==> config.mk <==
export PLATFORM = sky130hd
export DESIGN_NAME = serie_paralelo_rx
export DESIGN_NICKNAME = d
export VERILOG_FILES = /design/src/rtl/serie_paralelo_rx_pkg.sv /design/src/rtl/serie_paralelo_rx.sv
export SDC_FILE = /design/constraint.sdc
export NUM_CORES = 1
export LEC_CHECK = 0
export ABC_AREA = 0
export CORE_MARGIN = 2
export CORE_UTILIZATION = 26
export CTS_CLUSTER_SIZE = 8
export DETAILED_ROUTE_END_ITERATION = 12
export PLACE_DENSITY = 0.51
export SETUP_SLACK_MARGIN = 0.1
export SLEW_MARGIN = 25
export SYNTH_ARGS = -nofsm -noshare
export SYNTH_HDL_FRONTEND = slang
export SYNTH_SLANG_ARGS = --single-unit
==> constraint.sdc <==
create_clock -name clk_8f -period 3.7 [get_ports clk_8f]
set_clock_uncertainty 0.15 [all_clocks]
set_input_delay 0.555 -clock clk_8f [delete_from_list [all_inputs] [get_ports clk_8f]]
set_output_delay 0.555 -clock clk_8f [all_outputs]
set_load 0.05 [all_outputs]
==> src/rtl/serie_paralelo_rx_pkg.sv <==
// Shared definitions for the serial-to-parallel receiver: idle/comma character,
// default comma-run length and the receiver FSM state encoding.
package serie_paralelo_rx_pkg;

   localparam logic [7:0]  COMMA_CHAR = 8'hBC;
   localparam int unsigned BC_REQ_DEF = 4;

   typedef enum logic [1:0] {
      HUNT     = 2'd0,
      COUNT_BC = 2'd1,
      ACTIVE   = 2'd2
   } state_t;

endpackage

==> src/rtl/serie_paralelo_rx.sv <==
// Serial-to-parallel receiver: bit-slides onto the comma character, waits for
// a run of aligned commas, then delivers each non-comma byte with a strobe.
//
//   state    | meaning
//   ---------+------------------------------------------------------------
//   HUNT     | sliding search for a comma on every edge
//   COUNT_BC | aligned; counting consecutive commas at byte boundaries
//   ACTIVE   | link up; non-comma bytes delivered (left only by reset)
module serie_paralelo_rx
   import serie_paralelo_rx_pkg::*;
#(
   parameter logic [7:0]  COMMA  = COMMA_CHAR,
   parameter int unsigned BC_REQ = BC_REQ_DEF
)(
   input  logic       clk_8f,
   input  logic       reset,
   input  logic       data_inS,
   output logic [7:0] data_outP,
   output logic       valid_out,
   output logic       active
);

   localparam logic [3:0] BC_REQ_W = 4'(BC_REQ);

   state_t     state;
   logic [7:0] sr;
   logic [2:0] bit_cnt;
   logic [3:0] bc_cnt;
   logic [7:0] next_byte;
   logic       is_comma;
   logic       boundary;

   assign next_byte = {sr[6:0], data_inS};
   assign is_comma  = (next_byte == COMMA);
   assign boundary  = (bit_cnt == 3'd7);

   always_ff @(posedge clk_8f or posedge reset) begin
      if (reset) begin
         state     <= HUNT;
         sr        <= 8'h00;
         bit_cnt   <= 3'd0;
         bc_cnt    <= 4'd0;
         data_outP <= 8'h00;
         valid_out <= 1'b0;
         active    <= 1'b0;
      end else begin
         sr        <= next_byte;
         bit_cnt   <= bit_cnt + 3'd1;
         valid_out <= 1'b0;
         case (state)
            HUNT: begin
               if (is_comma) begin
                  // Lock edge: the matched comma defines the byte phase.
                  bit_cnt <= 3'd0;
                  bc_cnt  <= 4'd1;
                  if (BC_REQ_W == 4'd1) begin
                     state  <= ACTIVE;
                     active <= 1'b1;
                  end else begin
                     state <= COUNT_BC;
                  end
               end
            end
            COUNT_BC: begin
               if (boundary) begin
                  if (is_comma) begin
                     bc_cnt <= bc_cnt + 4'd1;
                     if (bc_cnt + 4'd1 == BC_REQ_W) begin
                        state  <= ACTIVE;
                        active <= 1'b1;
                     end
                  end else begin
                     state  <= HUNT;
                     bc_cnt <= 4'd0;
                  end
               end
            end
            ACTIVE: begin
               if (boundary && !is_comma) begin
                  data_outP <= next_byte;
                  valid_out <= 1'b1;
               end
            end
            default: begin
               state  <= HUNT;
               bc_cnt <= 4'd0;
            end
         endcase
      end
   end

endmodule

# Word level (Yosys, flattened, before mapping)
# Cells that the tools add are included.
# totals
register_bits	26
latch_bits	0
ram_bits	0
mem_bits_ro	0
in_bits	3
out_inout_bits	10
word_cells	38
memories	0
# op_classes
n_addsub	2
n_mul	0
div_mod_pow	0
magnitude_cmp	0
n_eq_ne	8
shifts	0
n_mux	13
bitwise	1
n_reduce_logical	7
# ops
operator	n
$mux 4	3
$pmux 4 s3	1
$eq 8x8->1 const B	1
$mux 2	4
$reduce_and 4->1	2
$mux 3	2
$pmux 2 s3	1
$add 4x1->4 const B	1
$eq 4x3->1 const B	1
$ne 2x2->1 const B	2
$add 3x1->3 const B	1
$eq 3x3->1 const B	1
$ne 3x3->1 const B	1
$reduce_and 3->1	1
$eq 2x1->1 const B	1
$eq 2x2->1 const B	1
$logic_not 2->1	1
$mux 1	2
$reduce_and 2->1	1
$logic_and 1x1->1	1
$logic_not 1->1	1
$not 1->1	1

# Depth between registers and ports, before layout
# Gate-level depths: netlist (run 1).
# logic_depth
word_depth	6
mapped_depth	6
ltp_nobuf	6

# Least setup slack after synthesis (run 1)
# OpenSTA, ideal clock, no wires.
# synth_path
kind	reg2reg
startpoint	reg bit_cnt[0]
endpoint	reg data_outP[0]
setup_time_ns	0.125
t_arrival_ns	1.343
required_ns	3.425
path_slack_ns	2.082
path_stages_with_launch	6
n_path_buf	0
period_less_slack_ns	1.618
cell_sequence	dfrtp_1 -> ha_1 -> ha_1 -> nand3_2 -> nor2_4 -> mux2_2
# synth_via
elab_chain_cells	3
# synth_rtl
element	line	rtl
from (decl)	serie_paralelo_rx.sv:27	logic [2:0] bit_cnt;
from (signal assigned)	serie_paralelo_rx.sv:48	bit_cnt <= bit_cnt + 3'd1;
$eq 3x3->1	serie_paralelo_rx.sv:35	assign boundary = (bit_cnt == 3'd7);
$logic_and 1x1->1	serie_paralelo_rx.sv:79	if (boundary && !is_comma) begin
$reduce_and 2->1 (no line)	n/a	
to (signal assigned)	serie_paralelo_rx.sv:80	data_outP <= next_byte;
to (decl)	serie_paralelo_rx.sv:18	output logic [7:0] data_outP,
# No other way between the ends.
# A chain may end at the register's enable or synchronous reset.

# Worst setup path in the final report (run 1)
# layout_path
startpoint	reg data_outP[6]
endpoint	out data_outP[6]
# No word-level cell between the ends.

==> impl_summary.txt, run 1 <==
----------------------------------------------------
[Cells and area]
  Number of fillers in the final layout ... approximately 440
  Layout area overhead ... 20.0%
  Area taken by multi-input logic gates ... 463 um^2
  Area taken by flip-flops and latches ... approximately 650 um^2
  Share of final-layout standard cells stronger than drive strength 1 ... 22.8%
  Total inserted antenna cells ... 0
  Total Nets Final ... 109

[Pwr]
  VDD IR-drop max ... 0.222 mV
  Static leakage power ... 0.581 nW
  Power per cell area ... 411 nW/um^2
  Fraction of power consumed by the clock network ... 32.0%
  Part of the total power dissipated in combinational logic ... 10.0%
  Cell-internal power ... 0.428 mW
  Fraction of power spent switching nets ... 24.1%
  Relative contribution of sequential cells to total power ... 58.1%
  PnR Total Power ... 0.564 mW
  Net Sw Power ... 0.136 mW

[Drt]
  Vias per std cell ... 4.80
  Routed length per placed instance ... between 10 and 15 um
  Final routed wirelength across all metal layers ... 2.04 mm
  Final ANT Viol Nets ... 0
  Iteration-0 DRC count of the detailed router ... 45
  Number of iterations in the first detailed-routing pass ... 4
  Via total after detailed routing ... between 700 and 800
  # DRC ... 0

[GRT]
  Most Used Layer, Global Route ... met2
  Number of global-route vias before repair ... 736
  Overall fraction of global-route tracks in use ... 8.88%
  Met3 track demand over resource ... 1.88%
  Global routing met1 resource utilization ... 11.9%
  Grt ovf ... 0
  Global-route wire length before repair ... 3.51 mm
  Met2 layer usage reported by global route ... approximately 14%
  Antenna violations before repair ... 0
  Largest net degree at the start of global routing ... 27

[STA]
  Final Hold Violating Endpoints ... 0
  Final-report max-slew violation count ... 0
  Time the worst path needs with I/O delays and setup ... 2.14 ns
  Peak clock frequency supported by timing ... 467 MHz
  Final total negative setup slack ... 0 ns
  Worst slew margin relative to its limit ... 57.8%
  Worst Hold Slack ... 0.263 ns
  Final number of setup-violating endpoints ... 0
  Transition time of the tightest slew-check pin ... 0.630 ns
  Setup repair after global routing missed its margin ... no
  Final worst-path cycle share ... 57.9%

[Setup path]
  Critical path type ... reg -> out
  Arrival time reported for the critical path endpoint ... 1.44 ns
  Startpoint types ... flop
  Category of the worst setup path capture point ... output port
  Buffers plus inverters on the worst setup path ... 1
  Largest fanout on the critical path ... 2
  Dominant delay contributor by cell family on the critical path ... buffers and inverters
  Worst path required time ... 2.99 ns
  Cell type of the slowest stage on the worst timing path ... sky130_fd_sc_hd__clkdlybuf4s50_1
  Delay of the slowest cell on the worst path ... approximately 0.80 ns
  Cells along the critical path ... clkdlybuf4s50_1

[Flow run]
  Max cap viols ... 0

[Placed design]
  Gp weighted congestion ... between 0.7 and 0.8
  Number of input and output port buffers inserted ... 12
  DP HPWL ... 1.43 mm

[Die]
  Overall die area ... 4940 um^2
  Core area ... about 4300 um^2
  DIE WIDTH ... about 70 um
  Starting utilization of the core area ... roughly a quarter
  Ports placed on the boundary ... 13
  Number of standard-cell rows in the floorplan ... 24
  Die boundary height ... 70.3 um

[Clocking]
  CTS-repair resized insts ... 0
  Clock transition time at the flip-flop clock pins of the worst setup and hold paths ... 0.09 ns
  Cell at the root of the clock tree ... sky130_fd_sc_hd__clkbuf_8
  Maximum count of clock buffers along a single path ... 2
  Number of buffers added to fix hold violations after cts ... 0
  Clock sink total ... 26
  Number of CTS-inserted buffers ... 3
  Insertion delay to the later sink of the worst-skew pair ... 0.27 ns
  Clock tree from TritonCTS ... yes
  Post CTS Setup Buffer Count ... 0
  Number of H-tree branching levels ... 1

[Synth]
  Netlist Area Pre-Place ... 1140 um^2
  Avg Inst Size Synth ... between 10 and 15 um^2
  Register bit total from synthesis ... 26
  Library cells used by synthesis ... 35
  Synthesized instance count ... 86
  Seq/Total Area, Yosys ... 56.9%
  Total nets after synthesis ... 93
  Count of warnings emitted by yosys ... 0

[Run status]
  Status ... completed

[Min path]
  Hold crit path type ... reg -> reg

----------------------------------------------------
## cells in the mapped netlist, drive strengths merged
cell type  number  area (um^2)
and3            1         6.26
a22oi           1         7.51
o2111ai         1         8.76
a21oi           2         13.8
o211ai          1         12.5
nand4bb         1         27.5
nand2b          2         12.5
a21boi          2         15.0
a22o            2         18.8
a2bb2oi         1         8.76
o2bb2ai         1         8.76
dfrtp          26          651
nand3b          2         15.0
nor2            4         25.0
buf             1         11.3
ha              4         50.1
nand2           3         11.3
and2            1         6.26
o31ai           2         15.0
o21bai          1         7.51
inv             5         18.8
nand3           3         20.0
nor3            3         25.0
nand4b          1         23.8
nand4           1         6.26
mux2            7         78.8
o22a            1         8.76
o21ai           6         30.0
## stage by stage
step           instances  setup WS [ns]  cell area [um^2]  utilization, %
3_3_place_gp         149           1.40              1320            30.7
4_1_cts              153           1.55              1370            32.0
5_1_grt              153           1.48              1370            32.0
3_5_place_dp         149           1.31              1320            30.7
6_report             153           1.56              1370            32.0
2_1_floorplan         86           2.08              1140               -
## routing by layer
metal / wire (um) / vias up
met5: 0 / -
met4: 25 / 0
met3: 124 / 3
met2: 985 / 30
met1: 903 / 358
li1: - / 344
## registers in the layout, summed over array words and instances, names as in the netlist
| signal | flops |
|---|---|
| data_outP | 8 |
| state | 2 |
| bit_cnt | 3 |
| active | 1 |
| sr | 7 |
| valid_out | 1 |
| bc_cnt | 4 |
## layout make-up
class	instances	area share (%)
Clock buffer	4	4.01
Inverter	5	1.37
Multi-Input combinational cell	54	33.7
Sequential cell	26	47.4
Timing Repair Buffer	12	8.75
Tap cell	52	4.74
## power groups by stage
stage	clock network (mW)	registers (mW)	logic, mW
after floorplan	0	0.329	0.0399
after global placement	0	0.332	0.0538
after detailed placement	0	0.333	0.0573
after CTS	0.185	0.327	0.0580
after global routing	0.202	0.331	0.0650
final	0.180	0.327	0.0562
## cell families (layout without fill, tap and decap cells)
group                    after synthesis  in the layout  share of synthesized area (%)
AND/OR/NAND/NOR                       22             22                           15.6
flip-flops                            26             26                           56.9
multiplexers                           7              7                           6.89
adder cells (fa/ha/maj)                4              4                           4.38
AO/OA/AOI/OAI                         21             21                           13.6
buffers and inverters                  6             21                           2.63
## cells in the final DEF, fill, tap and decap left out, types with 2 or more instances in the layout
cell	count
sky130_fd_sc_hd__nand3_1	2
sky130_fd_sc_hd__inv_2	2
sky130_fd_sc_hd__nand2b_1	2
sky130_fd_sc_hd__clkbuf_8	4
sky130_fd_sc_hd__ha_1	4
sky130_fd_sc_hd__nor2_1	2
sky130_fd_sc_hd__nand2_1	3
sky130_fd_sc_hd__nand3b_1	2
sky130_fd_sc_hd__nor3_2	2
sky130_fd_sc_hd__o31ai_1	2
sky130_fd_sc_hd__mux2_2	7
sky130_fd_sc_hd__a21boi_0	2
sky130_fd_sc_hd__clkdlybuf4s50_1	12
sky130_fd_sc_hd__inv_1	3
sky130_fd_sc_hd__o21ai_0	6
sky130_fd_sc_hd__dfrtp_1	26
## final timing paths
path                                          startpoint                       end  slack, ns  depth (start not counted)
worst max-delay path            data_outP[6]$_DFFE_PP0P_              data_outP[6]       1.56                          1
worst min-delay path                     sr[0]$_DFF_PP0_           sr[1]$_DFF_PP0_       0.26                          0
worst max register to register      bit_cnt[0]$_DFF_PP0_  data_outP[2]$_DFFE_PP0P_       1.87                          5
worst min register to register           sr[0]$_DFF_PP0_           sr[1]$_DFF_PP0_       0.26                          0
max in group asynchronous                          reset           sr[0]$_DFF_PP0_       2.55                          2
min in group asynchronous                          reset     bc_cnt[0]$_DFFE_PP0P_       0.49                          2
Note: power is estimated with default switching activity, not from simulation.
==> run 2: changes to the inputs <==
- PLACE_DENSITY: 0.51 -> 0.53
- clock period: 3.7 -> 1.9 ns (I/O delays scaled with it)
==> impl_summary.txt, run 2 (same netlist as run 1, synthesis figures left out) <==
----------------------------------------------------
[Clocking]
  Insertion delay to the later sink of the worst-skew pair ... 0.27 ns (about the same)
  Number of CTS-inserted buffers ... 3 (unchanged)
  Number of H-tree branching levels ... 1 (unchanged)
  Clock tree from TritonCTS ... yes
  Clock sink total ... 26 (unchanged)
  Clock transition time at the flip-flop clock pins of the worst setup and hold paths ... 0.09 ns (about the same)
  Cell at the root of the clock tree ... sky130_fd_sc_hd__clkbuf_8
  Maximum count of clock buffers along a single path ... 2 (unchanged)

[Pwr]
  VDD IR-drop max ... 0.307 mV (+39%)
  Static leakage power ... 0.626 nW (+7.7%)
  Power per cell area ... 793 nW/um^2 (+93%)

[STA]
  Worst slew margin relative to its limit ... 77.8% (+20 points)
  Setup repair after global routing missed its margin ... no
  Peak clock frequency supported by timing ... around 580 MHz
  Transition time of the tightest slew-check pin ... 0.333 ns (-0.297 ns)
  Final Hold Violating Endpoints ... 0 (unchanged)
  Final worst-path cycle share ... 90.6%
  Worst Hold Slack ... 0.214 ns (-0.0486 ns)
  Final number of setup-violating endpoints ... 0 (unchanged)
  Time the worst path needs with I/O delays and setup ... 1.72 ns
  Final-report max-slew violation count ... 0 (unchanged)

[Drt]
  Iteration-0 DRC count of the detailed router ... 37 (-18%)
  Via total after detailed routing ... 761 (+3.5%)
  Final routed wirelength across all metal layers ... 2.11 mm (+3.6%)
  Vias per std cell ... 4.79 (-0.37%)
  Top layer in use ... met4
  Routed length per placed instance ... 13.3 um (-0.33%)
  Final ANT Viol Nets ... 0 (unchanged)
  # DRC ... 0 (unchanged)
  Post-Route M1 WL ... 1.01 mm (+12%)
  Number of iterations in the first detailed-routing pass ... 2 (-2)
  Met2 Routed Length ... 1.01 mm (+2.8%)
  Met3 wirelength from detailed routing ... 77 um (-38%)

[Cells and area]
  Most frequent cells in the layout ... 26 x sky130_fd_sc_hd__dfrtp_1, 15 x sky130_fd_sc_hd__buf_4, 7 x sky130_fd_sc_hd__mux2_2
  Total Nets Final ... 115 (+5.5%)
  Most flop-heavy register ... data_outP
  Share of final-layout standard cells stronger than drive strength 1 ... 36.4% (+14 points)
  Registers with the most flip-flops ... data_outP (8), sr (7), bc_cnt (4)
  Commonest non-fill, non-tap cell in the layout ... sky130_fd_sc_hd__dfrtp_1
  Post-layout util ... 32.5% (+0.50 points)
  Total inserted antenna cells ... 0 (unchanged)
  Layout area overhead ... 21.9%
  Flip-flop count of the largest register, all copies and words added ... 8 (unchanged)
  Number of fillers in the final layout ... 430 (-1.1%)

[Die]
  Starting utilization of the core area ... 26.6% (unchanged)
  Number of standard-cell rows in the floorplan ... 24 (unchanged)
  Ports placed on the boundary ... 13 (unchanged)
  DIE WIDTH ... 70.3 um (unchanged)
  Core area ... 4290 um^2 (unchanged)
  Die boundary height ... 70.3 um (unchanged)
  Overall die area ... 4940 um^2 (unchanged)

[GRT]
  Antenna violations before repair ... 0 (unchanged)
  Number of global-route vias before repair ... 845 (+15%)
  Global-route wire length before repair ... 3.75 mm (+6.9%)
  Grt ovf ... 0 (unchanged)
  Largest net degree at the start of global routing ... 27 (unchanged)
  Overall fraction of global-route tracks in use ... 9.49% (+0.60 points)

[Min path]
  Hold crit path type ... in -> async

[Placed design]
  DP HPWL ... 1.48 mm (+3.1%)
  Number of input and output port buffers inserted ... 12 (unchanged)
  Gp weighted congestion ... 0.847 (+13%)

[Flow run]
  Max cap viols ... 0 (unchanged)

[Setup path]
  Critical path type ... reg -> reg
  Worst path required time ... 1.91 ns (-1.08 ns)
  Startpoint types ... flop
  Arrival time reported for the critical path endpoint ... 1.73 ns (+0.29 ns)
  Category of the worst setup path capture point ... flop
  Largest fanout on the critical path ... 4 (+2)

[Run status]
  Status ... completed

----------------------------------------------------
-- run 2: changes by cell type in the layout (fill, tap and decap cells not counted), sizes merged --
cell	delta
buf	+15
clkdlybuf4s50	-10
nor2	+1
-- run 2: repair_timing --
action,4_1_cts,5_1_grt
buffers inserted,0,1
setup endpoints to repair,0,9
hold buffers,0,0
gates resized for setup,0,2
-- run 2: layout make-up --
type	count	area, um^2	share of cell area (%)
Multi-Input combinational cell	55	472	33.8
Clock buffer	4	55.1	3.95
Sequential cell	26	651	46.7
Inverter	5	18.8	1.35
Tap cell	52	65.1	4.67
Timing Repair Buffer	17	133	9.52
-- run 2: power by group --
part           total, mW  internal, mW  switching [mW]  leakage, nW
Sequential         0.637         0.600          0.0366        0.338
Clock              0.355         0.185           0.170       0.0288
Combinational      0.114        0.0519          0.0618        0.259
-- run 2: final timing paths --
path | startpoint | to | slack, ns | depth (start not counted)
worst min register to register | sr[5]$_DFF_PP0_ | sr[6]$_DFF_PP0_ | 0.25 | 0
min in group clk_8f | sr[5]$_DFF_PP0_ | sr[6]$_DFF_PP0_ | 0.25 | 0
worst max-delay path | bit_cnt[0]$_DFF_PP0_ | data_outP[1]$_DFFE_PP0P_ | 0.18 | 5
worst min-delay path | reset | data_outP[3]$_DFFE_PP0P_ | 0.21 | 3
worst max register to register | bit_cnt[0]$_DFF_PP0_ | data_outP[1]$_DFFE_PP0P_ | 0.18 | 5
max in group asynchronous | reset | data_outP[4]$_DFFE_PP0P_ | 1.14 | 3
-- run 2: layer usage --
layer,vias to the layer above,GRT usage (%)
li1,358,-
met1,389,11.3
met2,12,16.6
met3,2,3.32
met4,0,1.71
met5,-,0
-- run 2: worst max-delay path, stage by stage, from the launching register on --
cell	delay, ns
sky130_fd_sc_hd__dfrtp_1	0.36
sky130_fd_sc_hd__ha_1	0.16
sky130_fd_sc_hd__ha_2	0.20
sky130_fd_sc_hd__nand3_2	0.14
sky130_fd_sc_hd__nor2_2	0.25
sky130_fd_sc_hd__mux2_2	0.36
-- run 2: metrics by stage --
stage / cell area [um^2] / std cells / TNS [ns] / setup slack [ns] / power (mW)
after global placement: 1320 / 153 / 0 / 0.0233 / 0.752
after global routing: 1390 / 159 / 0 / 0.0906 / 1.17
after CTS: 1380 / 157 / 0 / 0.151 / 1.12
final: 1390 / 159 / 0 / 0.178 / 1.11
after floorplan: 1140 / 86 / 0 / 0.282 / 0.719
after detailed placement: 1320 / 153 / -0.245 / -0.0373 / 0.758
==> run 3: changes to the inputs <==
- CTS_CLUSTER_SIZE: 8 -> not set
- REMOVE_ABC_BUFFERS: not set -> 1
==> impl_summary.txt, run 3 (same netlist as run 1, synthesis figures left out) <==
----------------------------------------------------
[Placed design]
  Cell count after placement ... 154 (+0.65%)
  Area after DPL ... 1330 um^2 (+0.57%)
  Number of input and output port buffers inserted ... 12 (unchanged)
  Gp weighted congestion ... 0.812 (-4.2%)
  DP HPWL ... 1.50 mm (+1.8%)

[Cells and area]
  Total inserted antenna cells ... 0 (unchanged)
  Share of final-layout standard cells stronger than drive strength 1 ... 36.4% (unchanged)
  Most flop-heavy register ... data_outP
  Registers with the most flip-flops ... data_outP (8), sr (7), bc_cnt (4)
  Flip-flop count of the largest register, all copies and words added ... 8 (unchanged)
  Finished layout cell area ... 1410 um^2 (+1.2%)
  Non-filler cells in the finished layout ... 159 (unchanged)
  Most frequent cells in the layout ... 26 x sky130_fd_sc_hd__dfrtp_1, 15 x sky130_fd_sc_hd__buf_4, 7 x sky130_fd_sc_hd__mux2_2
  Layout area overhead ... 23.3%
  Total Nets Final ... 115 (unchanged)
  Commonest non-fill, non-tap cell in the layout ... sky130_fd_sc_hd__dfrtp_1
  Number of fillers in the final layout ... 438 (+1.9%)

[Clocking]
  Number of H-tree branching levels ... 1 (unchanged)
  Post CTS Setup Buffer Count ... 0 (unchanged)
  Number of CTS-inserted buffers ... 3 (unchanged)
  CTS-repair resized insts ... 0 (unchanged)
  Number of buffers added to fix hold violations after cts ... 0 (unchanged)
  Maximum count of clock buffers along a single path ... 2 (unchanged)
  Clock sink total ... 26 (unchanged)
  Cell at the root of the clock tree ... sky130_fd_sc_hd__clkbuf_8
  Clock transition time at the flip-flop clock pins of the worst setup and hold paths ... 0.09 ns (about the same)
  Clock tree from TritonCTS ... yes
  Insertion delay to the later sink of the worst-skew pair ... 0.26 ns (about the same)

[Drt]
  Iteration-0 DRC count of the detailed router ... 18 (-51%)
  Final routed wirelength across all metal layers ... 2.09 mm (-1.3%)
  Via total after detailed routing ... 758 (-0.39%)
  Vias per std cell ... 4.77 (-0.39%)
  Final ANT Viol Nets ... 0 (unchanged)
  Routed length per placed instance ... 13.1 um (-1.3%)
  # DRC ... 0 (unchanged)
  Number of iterations in the first detailed-routing pass ... 4 (+2)

[STA]
  Final-report max-slew violation count ... 0 (unchanged)
  Final Hold Violating Endpoints ... 0 (unchanged)
  Worst Hold Slack ... 0.215 ns (+0.000783 ns)
  Final total negative setup slack ... 0 ns (unchanged)
  Time the worst path needs with I/O delays and setup ... 1.70 ns (-0.0215 ns)
  Final worst-path cycle share ... 89.5% (-1.1 points)
  Setup repair after global routing missed its margin ... yes
  Final number of setup-violating endpoints ... 0 (unchanged)
  Worst slew margin relative to its limit ... 78.1% (+0.23 points)
  Peak clock frequency supported by timing ... 588 MHz (+1.3%)
  Transition time of the tightest slew-check pin ... 0.329 ns (-0.00345 ns)

[Die]
  Die boundary height ... 70.3 um (unchanged)
  Starting utilization of the core area ... 26.6% (unchanged)
  Number of standard-cell rows in the floorplan ... 24 (unchanged)
  DIE WIDTH ... 70.3 um (unchanged)
  Ports placed on the boundary ... 13 (unchanged)
  Overall die area ... 4940 um^2 (unchanged)
  Core area ... 4290 um^2 (unchanged)

[Setup path]
  Critical path type ... reg -> reg
  Worst path required time ... 1.91 ns (about the same)
  Category of the worst setup path capture point ... flop
  Largest fanout on the critical path ... 4 (unchanged)
  Start point of the critical path ... bit_cnt[0]$_DFF_PP0_
  Startpoint types ... flop
  Beginning of the worst register-to-register path ... bit_cnt[0]$_DFF_PP0_
  Arrival time reported for the critical path endpoint ... 1.71 ns (-0.02 ns)

[Flow run]
  Max cap viols ... 0 (unchanged)

[Run status]
  Status ... completed

[Min path]
  Hold crit path type ... in -> async

[Pwr]
  PnR Total Power ... 1.19 mW (+8.0%)
  Static leakage power ... 0.635 nW (+1.6%)
  Power per cell area ... 847 nW/um^2 (+6.7%)
  VDD IR-drop max ... 0.350 mV (+14%)

[GRT]
  Grt ovf ... 0 (unchanged)
  Number of global-route vias before repair ... 820 (-3.0%)
  Global-route wire length before repair ... 3.87 mm (+3.3%)
  Largest net degree at the start of global routing ... 27 (unchanged)
  Antenna violations before repair ... 0 (unchanged)
  Overall fraction of global-route tracks in use ... 9.90% (+0.42 points)

----------------------------------------------------
run 3: changes by cell type in the layout (fill, tap and decap cells not counted):
cell	delta
sky130_fd_sc_hd__clkbuf_8	-1
sky130_fd_sc_hd__bufinv_16	+1
run 3: where the power goes:
group | internal [mW] | switching [mW]
clock | 0.282 | 0.167
combinational | 0.0498 | 0.0583
sequential | 0.600 | 0.0367
run 3: cell type report:
cell class / count / area [um^2] / share of cell area (%)
inverters: 5 / 18.8 / 1.33
clock buffers: 3 / 41.3 / 2.93
flip-flops and latches: 26 / 651 / 46.1
clock inverters: 1 / 30.0 / 2.13
repair buffers: 17 / 133 / 9.41
multi-input cells: 55 / 472 / 33.5
well taps: 52 / 65.1 / 4.61
run 3: final timing paths:
| path | end | slack [ns] | cells past startpoint |
|---|---|---|---|
| worst max-delay path | data_outP[6]$_DFFE_PP0P_ | 0.20 | 5 |
| worst min-delay path | valid_out$_DFF_PP0_ | 0.21 | 3 |
| worst min register to register | sr[6]$_DFF_PP0_ | 0.27 | 0 |
| worst max register to register | data_outP[6]$_DFFE_PP0P_ | 0.20 | 5 |
| min in group clk_8f | sr[6]$_DFF_PP0_ | 0.27 | 0 |
| max in group asynchronous | state[1]$_DFFE_PP0P_ | 1.14 | 3 |
run 3: worst max-delay path, cell delays in order (launching register included):
cell and delay (ns):
sky130_fd_sc_hd__dfrtp_1 0.36, sky130_fd_sc_hd__ha_1 0.16, sky130_fd_sc_hd__ha_2 0.21, sky130_fd_sc_hd__nand3_2 0.13
sky130_fd_sc_hd__nor2_2 0.23, sky130_fd_sc_hd__mux2_2 0.36
run 3: through the flow:
stage	util, %	worst slack [ns]
6_report	32.8	0.200
5_1_grt	32.8	0.0843
4_1_cts	32.6	0.133
3_5_place_dp	31.0	-0.0155
3_3_place_gp	31.0	0.0220
2_1_floorplan	-	0.282
run 3: per-layer routing:
| metal | up-vias | routed length (um) | track usage (%) |
|---|---|---|---|
| li1 | 362 | - | - |
| met1 | 379 | 940 | 12.5 |
| met2 | 17 | 1050 | 16.5 |
| met3 | 0 | 92 | 3.61 |
| met4 | 0 | 0 | 1.71 |
| met5 | - | 0 | 0 |
